`config.mk`:
```
export PLATFORM = sky130hd
export DESIGN_NAME = mult_seq_driver_flat
export DESIGN_NICKNAME = d
export VERILOG_FILES = /design/src/rtl/mult_seq_pkg.sv /design/src/rtl/mult_seq_driver_if.sv /design/src/rtl/mult_seq_driver_op_fifo.sv /design/src/rtl/mult_seq_driver.sv /design/src/flat_wrapper.sv
export SDC_FILE = /design/constraint.sdc
export NUM_CORES = 1
export LEC_CHECK = 0
export ABC_CLOCK_PERIOD_IN_PS = 1600
export CAP_MARGIN = 15
export CORE_MARGIN = 2
export CORE_UTILIZATION = 40
export DETAILED_ROUTE_END_ITERATION = 8
export PLACE_DENSITY = 0.73
export SLEW_MARGIN = 40
export SYNTH_ARGS = -nofsm -noshare
export SYNTH_HDL_FRONTEND = slang
export SYNTH_SLANG_ARGS = --single-unit
export TNS_END_PERCENT = 50
```
`constraint.sdc`:
```
create_clock -name CK -period 1.6 [get_ports CK]
set_input_delay 0.32 -clock CK [delete_from_list [all_inputs] [get_ports CK]]
set_output_delay 0.32 -clock CK [all_outputs]
set_load 0.05 [all_outputs]
```
`src/rtl/mult_seq_pkg.sv`:
```
// Shared types and widths for the multiplier job sequencer.
package mult_seq_pkg;
  localparam int OPW = 4;
  localparam int PW  = 8;

  typedef enum logic [2:0] {IDLE, START, ARM, RUN, HOLD} state_t;

  typedef struct packed {
    logic [OPW-1:0] a;
    logic [OPW-1:0] b;
  } op_pair_t;
endpackage

```
`src/rtl/mult_seq_driver_if.sv`:
```
// Job, multiplier and result handshakes of the sequencer; slave = sequencer side.
interface mult_seq_driver_if;
  import mult_seq_pkg::*;
  logic           in_valid, in_ready;
  logic [OPW-1:0] in_a, in_b;
  logic           mul_start, mul_ready;
  logic [OPW-1:0] mul_a, mul_b;
  logic [PW-1:0]  mul_p;
  logic           out_valid, out_ready;
  logic [OPW-1:0] out_a, out_b;
  logic [PW-1:0]  out_p;
  logic           busy, err_timeout;

  modport slave (
    input  in_valid, in_a, in_b, mul_ready, mul_p, out_ready,
    output in_ready, mul_start, mul_a, mul_b, out_valid, out_a, out_b, out_p,
           busy, err_timeout
  );
  modport master (
    output in_valid, in_a, in_b, mul_ready, mul_p, out_ready,
    input  in_ready, mul_start, mul_a, mul_b, out_valid, out_a, out_b, out_p,
           busy, err_timeout
  );
endinterface

```
`src/rtl/mult_seq_driver_op_fifo.sv`:
```
// Operand-pair FIFO with wrap-bit pointers; no push/pop bypass.
module op_fifo
  import mult_seq_pkg::*;
#(
  parameter int DEPTH = 4
) (
  input  logic     clk,
  input  logic     rst,
  input  logic     push,
  input  logic     pop,
  input  op_pair_t din,
  output op_pair_t dout,
  output logic     full,
  output logic     empty
);
  localparam int AW = $clog2(DEPTH);
  localparam logic [AW:0] PTR_ONE = 1;

  logic [AW:0] wr_ptr, rd_ptr;
  op_pair_t    mem [DEPTH];

  always_ff @(posedge clk) begin
    if (rst) begin
      wr_ptr <= '0;
      rd_ptr <= '0;
    end else begin
      if (push && !full)  wr_ptr <= wr_ptr + PTR_ONE;
      if (pop  && !empty) rd_ptr <= rd_ptr + PTR_ONE;
    end
  end

  always_ff @(posedge clk) begin
    if (push && !full) mem[wr_ptr[AW-1:0]] <= din;
  end

  assign empty = (wr_ptr == rd_ptr);
  assign full  = (wr_ptr[AW] != rd_ptr[AW]) && (wr_ptr[AW-1:0] == rd_ptr[AW-1:0]);
  assign dout  = mem[rd_ptr[AW-1:0]];
endmodule

```
`src/rtl/mult_seq_driver.sv`:
```
// Feeds queued operand pairs to a 4x4 shift-add multiplier, one START per job,
// and holds each {a,b,p} result on a valid/ready output.
module mult_seq_driver
  import mult_seq_pkg::*;
#(
  parameter int DEPTH   = 4,
  parameter int TIMEOUT = 15
) (
  input logic              CK,
  input logic              RST,
  mult_seq_driver_if.slave bus
);
  localparam int TW = $clog2(TIMEOUT + 1);
  localparam logic [TW-1:0] TMO_LAST = TW'(TIMEOUT - 1);
  localparam logic [TW-1:0] TMR_ONE  = 1;

  state_t         state, state_nxt;
  logic [TW-1:0]  timer, timer_nxt;
  logic           pop, capture, release_r, abandon, full, empty;
  op_pair_t       head, din;
  logic [OPW-1:0] mul_a_r, mul_b_r, out_a_r, out_b_r;
  logic [PW-1:0]  out_p_r;
  logic           out_valid_r, err_r;

  assign din = '{a: bus.in_a, b: bus.in_b};

  op_fifo #(.DEPTH(DEPTH)) u_fifo (
    .clk   (CK),
    .rst   (RST),
    .push  (bus.in_valid),
    .pop   (pop),
    .din   (din),
    .dout  (head),
    .full  (full),
    .empty (empty)
  );

  // A job gets at most TIMEOUT cycles across ARM+RUN; a READY seen in RUN on
  // the last of them still wins over abandoning.
  always_comb begin
    state_nxt = state;
    timer_nxt = timer;
    pop       = 1'b0;
    capture   = 1'b0;
    release_r = 1'b0;
    abandon   = 1'b0;
    unique case (state)
      IDLE:  if (!empty) begin
               pop       = 1'b1;
               state_nxt = START;
             end
      START: begin
               timer_nxt = '0;
               state_nxt = ARM;
             end
      ARM:   if (timer == TMO_LAST) begin
               abandon   = 1'b1;
               state_nxt = IDLE;
             end else begin
               timer_nxt = timer + TMR_ONE;
               if (!bus.mul_ready) state_nxt = RUN;
             end
      RUN:   if (bus.mul_ready) begin
               capture   = 1'b1;
               state_nxt = HOLD;
             end else if (timer == TMO_LAST) begin
               abandon   = 1'b1;
               state_nxt = IDLE;
             end else begin
               timer_nxt = timer + TMR_ONE;
             end
      HOLD:  if (bus.out_ready) begin
               release_r = 1'b1;
               state_nxt = IDLE;
             end
      default: state_nxt = IDLE;
    endcase
  end

  always_ff @(posedge CK) begin
    if (RST) begin
      state       <= IDLE;
      timer       <= '0;
      mul_a_r     <= '0;
      mul_b_r     <= '0;
      out_a_r     <= '0;
      out_b_r     <= '0;
      out_p_r     <= '0;
      out_valid_r <= 1'b0;
      err_r       <= 1'b0;
    end else begin
      state <= state_nxt;
      timer <= timer_nxt;
      if (pop) begin
        mul_a_r <= head.a;
        mul_b_r <= head.b;
      end
      if (capture) begin
        out_a_r     <= mul_a_r;
        out_b_r     <= mul_b_r;
        out_p_r     <= bus.mul_p;
        out_valid_r <= 1'b1;
      end
      if (release_r) out_valid_r <= 1'b0;
      if (abandon)   err_r       <= 1'b1;
    end
  end

  assign bus.in_ready    = !full;
  assign bus.mul_start   = (state == START);
  assign bus.mul_a       = mul_a_r;
  assign bus.mul_b       = mul_b_r;
  assign bus.out_valid   = out_valid_r;
  assign bus.out_a       = out_a_r;
  assign bus.out_b       = out_b_r;
  assign bus.out_p       = out_p_r;
  assign bus.busy        = (state != IDLE) || !empty;
  assign bus.err_timeout = err_r;
endmodule

```
`src/flat_wrapper.sv`:
```
// flat-port wrapper written by rule: the top's interface ports become plain ports
module mult_seq_driver_flat import mult_seq_pkg::*;
#(
  parameter int DEPTH   = 4,
  parameter int TIMEOUT = 15
)
  (CK, RST, bus_in_valid, bus_in_a, bus_in_b, bus_mul_ready, bus_mul_p, bus_out_ready, bus_in_ready, bus_mul_start, bus_mul_a, bus_mul_b, bus_out_valid, bus_out_a, bus_out_b, bus_out_p, bus_busy, bus_err_timeout);
  mult_seq_driver_if bus_i ();
  input logic CK;
  input logic RST;
  input wire logic [$bits(bus_i.in_valid)-1:0] bus_in_valid;
  input wire logic [$bits(bus_i.in_a)-1:0] bus_in_a;
  input wire logic [$bits(bus_i.in_b)-1:0] bus_in_b;
  input wire logic [$bits(bus_i.mul_ready)-1:0] bus_mul_ready;
  input wire logic [$bits(bus_i.mul_p)-1:0] bus_mul_p;
  input wire logic [$bits(bus_i.out_ready)-1:0] bus_out_ready;
  output wire logic [$bits(bus_i.in_ready)-1:0] bus_in_ready;
  output wire logic [$bits(bus_i.mul_start)-1:0] bus_mul_start;
  output wire logic [$bits(bus_i.mul_a)-1:0] bus_mul_a;
  output wire logic [$bits(bus_i.mul_b)-1:0] bus_mul_b;
  output wire logic [$bits(bus_i.out_valid)-1:0] bus_out_valid;
  output wire logic [$bits(bus_i.out_a)-1:0] bus_out_a;
  output wire logic [$bits(bus_i.out_b)-1:0] bus_out_b;
  output wire logic [$bits(bus_i.out_p)-1:0] bus_out_p;
  output wire logic [$bits(bus_i.busy)-1:0] bus_busy;
  output wire logic [$bits(bus_i.err_timeout)-1:0] bus_err_timeout;
  assign bus_i.in_valid = bus_in_valid;
  assign bus_i.in_a = bus_in_a;
  assign bus_i.in_b = bus_in_b;
  assign bus_i.mul_ready = bus_mul_ready;
  assign bus_i.mul_p = bus_mul_p;
  assign bus_i.out_ready = bus_out_ready;
  assign bus_in_ready = bus_i.in_ready;
  assign bus_mul_start = bus_i.mul_start;
  assign bus_mul_a = bus_i.mul_a;
  assign bus_mul_b = bus_i.mul_b;
  assign bus_out_valid = bus_i.out_valid;
  assign bus_out_a = bus_i.out_a;
  assign bus_out_b = bus_i.out_b;
  assign bus_out_p = bus_i.out_p;
  assign bus_busy = bus_i.busy;
  assign bus_err_timeout = bus_i.err_timeout;
  mult_seq_driver #(.DEPTH(DEPTH), .TIMEOUT(TIMEOUT)) u_core (.CK(CK), .RST(RST), .bus(bus_i));
endmodule
```
=== Yosys cells after proc, flatten, opt, wreduce, memory -nomap -nowiden ===
Memory sizes are Yosys's and may differ from the RTL's. A register that Yosys moved wholly into a read port is not among the register bits.
Cells that the tools add are included.

* Memory bits (writable): 32
* Output and inout port bits: 29
* Memory bits (read-only): 0
* Bits of input ports: 21
* Latch bits: 0
* Memories kept: 1
* Word-level logic and storage cells: 59
* Bits in registers: 31

{| class="wikitable"
|+ Memories
! memory !! depth !! bits a word !! read ports !! clocked after memory_dff !! write ports !! RTL line !! RTL
|-
| u_core.u_fifo.mem || 4 || 8 || 1 || 1 || 1 || mult_seq_driver_op_fifo.sv:20 || <nowiki>op_pair_t mem [DEPTH];</nowiki>
|}

* Add/sub/neg operators: 3
* Shift operators: 0
* Mux-type cells: 21
* Order comparisons: 0
* Divide/modulo/power cells: 0
* Reduce and logical (&&, ||, !) cells: 12
* Equality and inequality tests: 13
* Multipliers: 0
* Bitwise logic cells: 0

{| class="wikitable"
|+ Operator list
! cell !! number
|-
| $mux 3 || 6
|-
| $pmux 3 s5 || 1
|-
| $pmux 4 s3 || 1
|-
| $mux 1 || 10
|-
| $mux 4 || 2
|-
| $add 3x1->3 const B || 2
|-
| $eq 3x2->1 const B || 2
|-
| $ne 2x2->1 const B || 3
|-
| $ne 3x2->1 const B || 2
|-
| $reduce_bool 3->1 || 2
|-
| $add 4x1->4 const B || 1
|-
| $eq 4x4->1 const B || 1
|-
| $reduce_and 4->1 || 1
|-
| $eq 3x1->1 const B || 1
|-
| $eq 3x3->1 || 1
|-
| $eq 3x3->1 const B || 1
|-
| $logic_and 1x1->1 || 3
|-
| $logic_not 3->1 || 1
|-
| $eq 2x2->1 || 1
|-
| $logic_not 1->1 || 2
|-
| $pmux 1 s2 || 1
|-
| $reduce_and 2->1 || 1
|-
| $reduce_or 2->1 || 1
|-
| $logic_or 1x1->1 || 1
|-
| $ne 1x1->1 || 1
|}

=== Logic depth before layout (Yosys ltp) ===
Gate-level depths: netlist (run 1).

* Depth in word-level cells: 6
* Gate-level depth with buffers: 6

=== Cells and area by module ===
From an unflattened synthesis (run 1), not the netlist that was laid out.

* Cells, all modules: 262
* Area, all modules: 3079.2 um^2

{| class="wikitable"
|+ By module, submodules not included
! module !! seq. area each (um^2) !! cells an instance !! area an instance (um^2) !! instances
|-
| op_fifo || 1121.1 || 110 || 1731.7 || 1
|-
| mult_seq_driver || 660.6 || 152 || 1347.5 || 1
|}

=== Worst setup path before layout (run 1) ===
No wires, ideal clock.

* Path kind: register to output
* Start: reg u_core.state[1]
* End: out bus_mul_start
* Slack: -0.117 ns
* Cell stages (with the launch flop): 5
* Arrival: 1.397 ns
* Required time: 1.280 ns
* Cell sequence: dfxtp_1 > buf_2 > or3b_2 > clkbuf_1 > inv_1

* Longest elaborated chain between the ends: 1

{| class="wikitable"
|+ Ends and longest elaborated chain
! item !! RTL line !! RTL
|-
| from (decl) || mult_seq_driver.sv:17 || <nowiki>state_t state, state_nxt;</nowiki>
|-
| from (signal assigned) || mult_seq_driver.sv:92 || <nowiki>state <= state_nxt;</nowiki>
|-
| $eq 3x1->1 || mult_seq_driver.sv:110 || <nowiki>assign bus.mul_start = (state == START);</nowiki>
|-
| to (decl) || flat_wrapper.sv:18 || <nowiki>output wire logic [$bits(bus_i.mul_start)-1:0] bus_mul_start;</nowiki>
|}

Every way passes these cells.

=== Final worst setup path (run 1) ===
* Start: reg u_core.u_fifo.rd_ptr[0]
* End: out bus_in_ready

* Longest elaborated chain between the ends: 3

{| class="wikitable"
|+ Ends and longest elaborated chain
! item !! RTL line !! RTL
|-
| from (decl) || mult_seq_driver_op_fifo.sv:19 || <nowiki>logic [AW:0] wr_ptr, rd_ptr;</nowiki>
|-
| from (signal assigned) || mult_seq_driver_op_fifo.sv:28 || <nowiki>if (pop && !empty) rd_ptr <= rd_ptr + PTR_ONE;</nowiki>
|-
| $eq 2x2->1 || mult_seq_driver_op_fifo.sv:37 || <nowiki>assign full = (wr_ptr[AW] != rd_ptr[AW]) && (wr_ptr[AW-1:0] == rd_ptr[AW-1:0]);</nowiki>
|-
| $logic_and 1x1->1 || mult_seq_driver_op_fifo.sv:37 ||
|-
| $logic_not 1->1 || mult_seq_driver.sv:109 || <nowiki>assign bus.in_ready = !full;</nowiki>
|-
| to (decl) || flat_wrapper.sv:17 || <nowiki>output wire logic [$bits(bus_i.in_ready)-1:0] bus_in_ready;</nowiki>
|}

Every way passes these cells.

==> impl_metrics.json, run 1 <==
{
  "status": "finished with violations",
  "violations": "setup timing",
  "firstDrtPassIters": 4,
  "drive_above_1_share": 0.3303,
  "total_power_mw": 6.633,
  "syn_inst": 251,
  "grt_pass1_wl_mm": 9.453,
  "path_class": "reg2out",
  "cpPeakStageDelay_ns": 0.40,
  "fmax_mhz": 560.6,
  "setup_viol": 4,
  "avgSynthCellArea_sq_um": 12.08,
  "pin_count": 50,
  "postLayoutCellArea_sq_um": 4150,
  "yosys_most_used_dff": "dfxtp_1",
  "ys_ff_latch": 71,
  "wl_per_cell_microns": 13.79,
  "hold_class": "reg2reg",
  "place_hpwl_mm": 4.176,
  "start_util": 0.4158,
  "route.vias.total": 2050,
  "clockBufferDepth": 2,
  "dpl.cell_count": 405,
  "setup_ws_ns": -0.1837,
  "ys_seq_area_frac": 0.5745,
  "grt_overflow": 0,
  "tightest_slew_ns": 0.3218,
  "cp_slowest_cell": "or3_4",
  "nets": 353,
  "path_cells": "xor2_4 > or3_4 > buf_12",
  "post-route-period-util": 1.115,
  "final_cell_mix": "53 x nand2_1, 41 x buf_4, 32 x edfxtp_1",
  "synth_cell_types": 47,
  "ir_drop_mv": 0.6919,
  "cts-hold-fix-buffers": 0,
  "cap_violations": 0,
  "skew_ns": 0.008176,
  "insertion_delay_ns": 0.34,
  "area_growth_pct": 36.90,
  "worstPathRequired_ns": 1.28,
  "netlist_area_sq_um": 3032,
  "fillCellCount": 617,
  "p_leak_nw": 1.554,
  "cts_made_buffers": 9,
  "finalWirelength_mm": 5.916,
  "rows": 31,
  "cts.sinks": 71,
  "io_buffers": 49,
  "rsz0062_at_grt": "yes",
  "startpoint_type": "flop",
  "yosys_warnings": 0,
  "die_w_microns": 91.06,
  "dieArea_sq_um": 8292,
  "drv_slew": 0,
  "htree_levels": 3,
  "core_sq_um": 7292,
  "cts_tree": "yes",
  "grt_pass1_vias": 2021,
  "final_cells": 429,
  "max_slew_margin": 0.7836,
  "timing_hold_violations_final": 0,
  "crit_path_end_kind": "output port",
  "final_common_cell": "nand2_1",
  "die_y_microns": 91.06,
  "drc_errors": 0,
  "final_antenna_net_count": 0,
  "syn_nets": 279,
  "crit_fanout": 3,
  "power_density_nw_per_um2": 1598,
  "clk_pin_slew_ns": 0.08,
  "synth_edf_count": 32,
  "place_area_sq_um": 3796,
  "drt_iter0_drc": 74,
  "cts_root_buf": "clkbuf_8",
  "min_period_ns": 1.784,
  "grt_usage": 0.1459,
  "vias_per_cell": 4.779,
  "grt_max_degree": 21,
  "diodes": 0,
  "cp_data_arrival_time_ns": 1.46,
  "setup_tns_ns": -0.3938,
  "gp_congestion": 0.7995,
  "antenna_found_initial": 0,
  "async_reset_ff_frac": 0
}
## metal layers
metal	wire length (microns)	part of all wire	vias up	track usage
met5	0	0	-	0
met4	51	0.0086	0	0.03788
met3	236	0.040	9	0.05145
met2	3198	0.54	37	0.2630
met1	2430	0.41	963	0.1634
li1	-	-	1041	-
## what timing repair did
action,4_1_cts,5_1_grt
setup endpoints to repair,3,11
pin swaps,2,3
setup buffers,4,5
hold endpoints to repair,0,0
gates resized for setup,12,16
## worst max-delay path: cells and delay by family (launching register included)
kind,cells,cell delay [ns]
simple gates,1,0.40
flops,1,0.37
xor+xnor,1,0.19
buf+inv,1,0.16
## layout make-up
type                       count  area, sq um  area share
clock inverter                 7        72.57     0.01749
timing repair buffer          77        799.5      0.1926
inverter                      10        37.54    0.009044
multi-input combinational    156         1229      0.2961
sequential                    71         1764      0.4251
clock buffer                   9        123.9     0.02985
tap                           99        123.9     0.02985
## path summary, 6_finish.rpt
| check | startpoint | to | slack, ns | cells after the start |
|---|---|---|---|---|
| max | u_core.u_fifo.rd_ptr[0] | bus_in_ready | -0.18 | 3 |
| min | u_core.bus.out_p[5] | u_core.bus.out_p[5] | 0.45 | 2 |
| max reg2reg | u_core.u_fifo.rd_ptr[1] | u_core.u_fifo.wr_ptr[0] | -0.03 | 5 |
| min reg2reg | u_core.bus.out_p[5] | u_core.bus.out_p[5] | 0.45 | 2 |
## where the power goes
group          internal [mW]  switching [mW]
combinational           1.43            1.43
sequential              2.15           0.244
clock                  0.718           0.652
total                   4.30            2.33
## flip-flops by register name, indices dropped and copies added, names as in the netlist
signal	cells
u_core.u_fifo.mem	32
u_core.bus.out_p	8
u_core.bus.mul_a	4
u_core.bus.mul_b	4
u_core.bus.out_a	4
u_core.bus.out_b	4
u_core.timer	4
u_core.state	3
u_core.u_fifo.rd_ptr	3
u_core.u_fifo.wr_ptr	3
u_core.bus.err_timeout	1
u_core.bus.out_valid	1
## logic make-up (layout without fill, tap and decap cells)
logic type                 Yosys count  in the layout  share of synthesized area
AOI/OAI and AO/OA                   36             36                    0.08956
buffers and inverters               24            103                    0.03962
adders and majority gates            7              7                    0.02889
and+or+nand+nor                     86             86                     0.1337
DFF                                 71             71                     0.5745
xor gates and xnor gates             4              4                    0.02270
muxes                               23             23                     0.1110
## per-stage QoR
step	worst slack [ns]	hold slack, ns	util
global placement	-0.03071	0.4443	0.5206
floorplan	-0.004525	0.4189	-
global route	-0.2272	0.4830	0.5691
finish	-0.1837	0.4545	0.5691
detailed placement	-0.06584	0.4491	0.5206
CTS	-0.1991	0.4600	0.5587
## synth_stat cells (2+ instances only)
| cell type | number | area (sq um) |
|---|---|---|
| buf_2 | 5 | 25.02 |
| nand2_1 | 54 | 202.7 |
| clkbuf_1 | 6 | 22.52 |
| o31ai_1 | 2 | 15.01 |
| nor2_1 | 7 | 26.28 |
| inv_1 | 9 | 33.78 |
| dfxtp_1 | 39 | 780.8 |
| nand3_1 | 6 | 30.03 |
| mux4_2 | 8 | 180.2 |
| edfxtp_1 | 32 | 960.9 |
| or3b_2 | 2 | 17.52 |
| and2_2 | 4 | 30.03 |
| a211oi_1 | 4 | 30.03 |
| clkbuf_8 | 2 | 27.53 |
| nand3b_1 | 3 | 22.52 |
| ha_1 | 7 | 87.58 |
| a21oi_1 | 18 | 90.09 |
| xor2_2 | 2 | 32.53 |
| mux2i_1 | 13 | 130.1 |
No activity file was read; power rests on OpenSTA's default activity.
==> run 2: changes to the inputs <==
--- a/config.mk
+++ b/config.mk
@@ -5,9 +5,8 @@
 export SDC_FILE = /design/constraint.sdc
 export NUM_CORES = 1
 export LEC_CHECK = 0
-export ABC_CLOCK_PERIOD_IN_PS = 1600
 export CAP_MARGIN = 15
-export CORE_MARGIN = 2
+export CORE_MARGIN = 1
 export CORE_UTILIZATION = 40
 export DETAILED_ROUTE_END_ITERATION = 8
 export PLACE_DENSITY = 0.73
==> run 2 against run 1 <==
Net effect:
- the flow still finishes with violations (setup timing)
- fmax up 0.37%
- via count is 0.68% lower
- first-iteration DRC count increased by 15%
- highest routed layer unchanged
- combinational power decreased by 6%
- cell count is 0.70% lower
- sequential cell count unchanged
- clock skew is 0.0018 ns lower
- setup slack gained 0.0066 ns
- sequential share of layout area increased by 0.41 points
- die area decreased by 4.3%
- routed wire length fell by 3.3%
==> impl_metrics.json, run 2 (same netlist as run 1, synthesis figures left out) <==
{
  "die_y_microns": 89.06,
  "regToRegSetupSlack_ns": 0.01,
  "rows": 31,
  "worstPathRequired_ns": 1.28,
  "hold_path_end": "u_core.bus.out_p[6]",
  "ir_drop_mv": 0.5932,
  "p_leak_nw": 1.566,
  "dieArea_sq_um": 7932,
  "insertion_delay_ns": 0.34,
  "route.met3.wl_microns": 212,
  "final_cell_mix": "54 x nand2_1, 44 x buf_4, 32 x edfxtp_1",
  "core_sq_um": 7292,
  "post-route-period-util": 1.111,
  "seq_area_sq_um": 1770,
  "dr.max_layer_used": "met4",
  "start_util": 0.4158,
  "gp_congestion": 0.7884,
  "worstHoldStart": "u_core.bus.out_p[6]",
  "final_antenna_net_count": 0,
  "drv_slew": 0,
  "min_period_ns": 1.777,
  "r2r_end": "u_core.u_fifo.wr_ptr[0]",
  "violations": "setup timing",
  "tightest_slew_ns": 0.4042,
  "hold_class": "reg2reg",
  "drc_errors": 0,
  "htree_levels": 3,
  "path_class": "reg2out",
  "holdPathStages": 2,
  "hold_ws_ns": 0.4580,
  "cts-hold-fix-buffers": 0,
  "largest_reg_flops": 32,
  "crit_fanout": 4,
  "io_buffers": 49,
  "cp_slowest_cell": "or3_4",
  "cts_tree": "yes",
  "clk_pin_slew_ns": 0.07,
  "rr_startpoint": "u_core.u_fifo.wr_ptr[1]",
  "wl_per_cell_microns": 13.43,
  "path_cells": "xnor2_4 > or3_4 > buf_12",
  "total_power_mw": 6.676,
  "grt_max_degree": 21,
  "grt_overflow": 0,
  "multi_input_comb_area_sq_um": 1240,
  "cpPeakStageDelay_ns": 0.41,
  "drive_above_1_share": 0.3272,
  "postLayoutCellArea_sq_um": 4125,
  "clockBufferDepth": 2,
  "rsz0062_at_grt": "yes",
  "comb_power_share": 0.404,
  "die_w_microns": 89.06,
  "drt_iter0_drc": 85,
  "area_growth_pct": 36.07,
  "max_slew_margin": 0.7282,
  "fmax_mhz": 562.7,
  "dpl.cell_count": 404,
  "antenna_found_initial": 0,
  "status": "finished with violations",
  "crit_path_end_kind": "output port",
  "cap_violations": 0,
  "route.vias.total": 2036,
  "intPower_mw": 4.415,
  "grt_pass1_vias": 2043,
  "cts_made_buffers": 9,
  "place_hpwl_mm": 4.146,
  "startpoint_type": "flop",
  "firstDrtPassIters": 4,
  "setup_ws_ns": -0.1771,
  "fillCellCount": 618,
  "vias_per_cell": 4.779,
  "grt_pass1_wl_mm": 9.487,
  "wl_met2_mm": 2.760,
  "final_common_cell": "nand2_1",
  "grt_usage": 0.1608,
  "cts.sinks": 71,
  "diodes": 0,
  "p_seq_frac": 0.361,
  "fin_util": 0.5657,
  "worstRegToRegCells": 5,
  "setup_viol": 3,
  "p_switching_mw": 2.261,
  "swShare": 0.3387,
  "skew_ns": 0.006357,
  "nets": 350,
  "final_cells": 426,
  "cp_data_arrival_time_ns": 1.46,
  "finalWirelength_mm": 5.721,
  "timing_hold_violations_final": 0,
  "wl_met1_mm": 2.671,
  "pin_count": 50,
  "clkPwrFrac": 0.235,
  "place_area_sq_um": 3764,
  "cts_root_buf": "clkbuf_8",
  "power_density_nw_per_um2": 1618
}
-- run 2: area by class of cell --
type	instances	area share
Clock buffer	11	0.03458
Clock inverter	5	0.01941
Inverter	10	0.009099
Multi-Input combinational cell	156	0.3006
Sequential cell	71	0.4292
Tap cell	99	0.03003
Timing Repair Buffer	74	0.1771
-- run 2: repair_timing --
action / in CTS / in global routing
setup buffers: 2 / 4
resized for setup: 13 / 15
setup endpoints to repair: 3 / 32
pin swaps: 3 / 4
-- run 2: worst max-delay path by stage --
stage                     cells after the start                 endpoint  slack (ns)                    start
after detailed placement                      5  u_core.u_fifo.wr_ptr[2]       -0.08                      RST
after global routing                          3             bus_in_ready       -0.21  u_core.u_fifo.wr_ptr[2]
after floorplan                               4            bus_mul_start      -0.005          u_core.state[1]
final                                         3             bus_in_ready       -0.18  u_core.u_fifo.wr_ptr[2]
after CTS                                     3             bus_in_ready       -0.21  u_core.u_fifo.wr_ptr[1]
after global placement                        4          u_core.timer[3]       -0.02            bus_mul_ready
-- run 2: layer usage --
layer / vias to the layer above / track usage
met2: 41 / 0.2776
met5: - / 0
met4: 0 / 0.06926
met1: 946 / 0.1979
li1: 1041 / -
met3: 8 / 0.03047
-- run 2: critical path: cells and delay by family, from the launching register on --
family	cells	cell delay, ns
simple gates	1	0.41
xor+xnor	1	0.16
flops	1	0.39
buf+inv	1	0.16
-- run 2: power groups by stage --
stage	clock network, mW	logic (mW)	registers, mW
4_1_cts	1.61	2.60	2.40
3_5_place_dp	0	2.53	2.41
5_1_grt	1.67	2.89	2.45
6_report	1.57	2.69	2.41
3_3_place_gp	0	2.51	2.41
2_1_floorplan	0	1.22	2.71
-- run 2: metrics by stage --
stage          worst slack (ns)  setup TNS, ns
2_1_floorplan         -0.004525      -0.004525
3_3_place_gp           -0.02009       -0.04113
3_5_place_dp           -0.07797        -0.3455
4_1_cts                 -0.2111        -0.5101
5_1_grt                 -0.2084        -0.4895
6_report                -0.1771        -0.3508
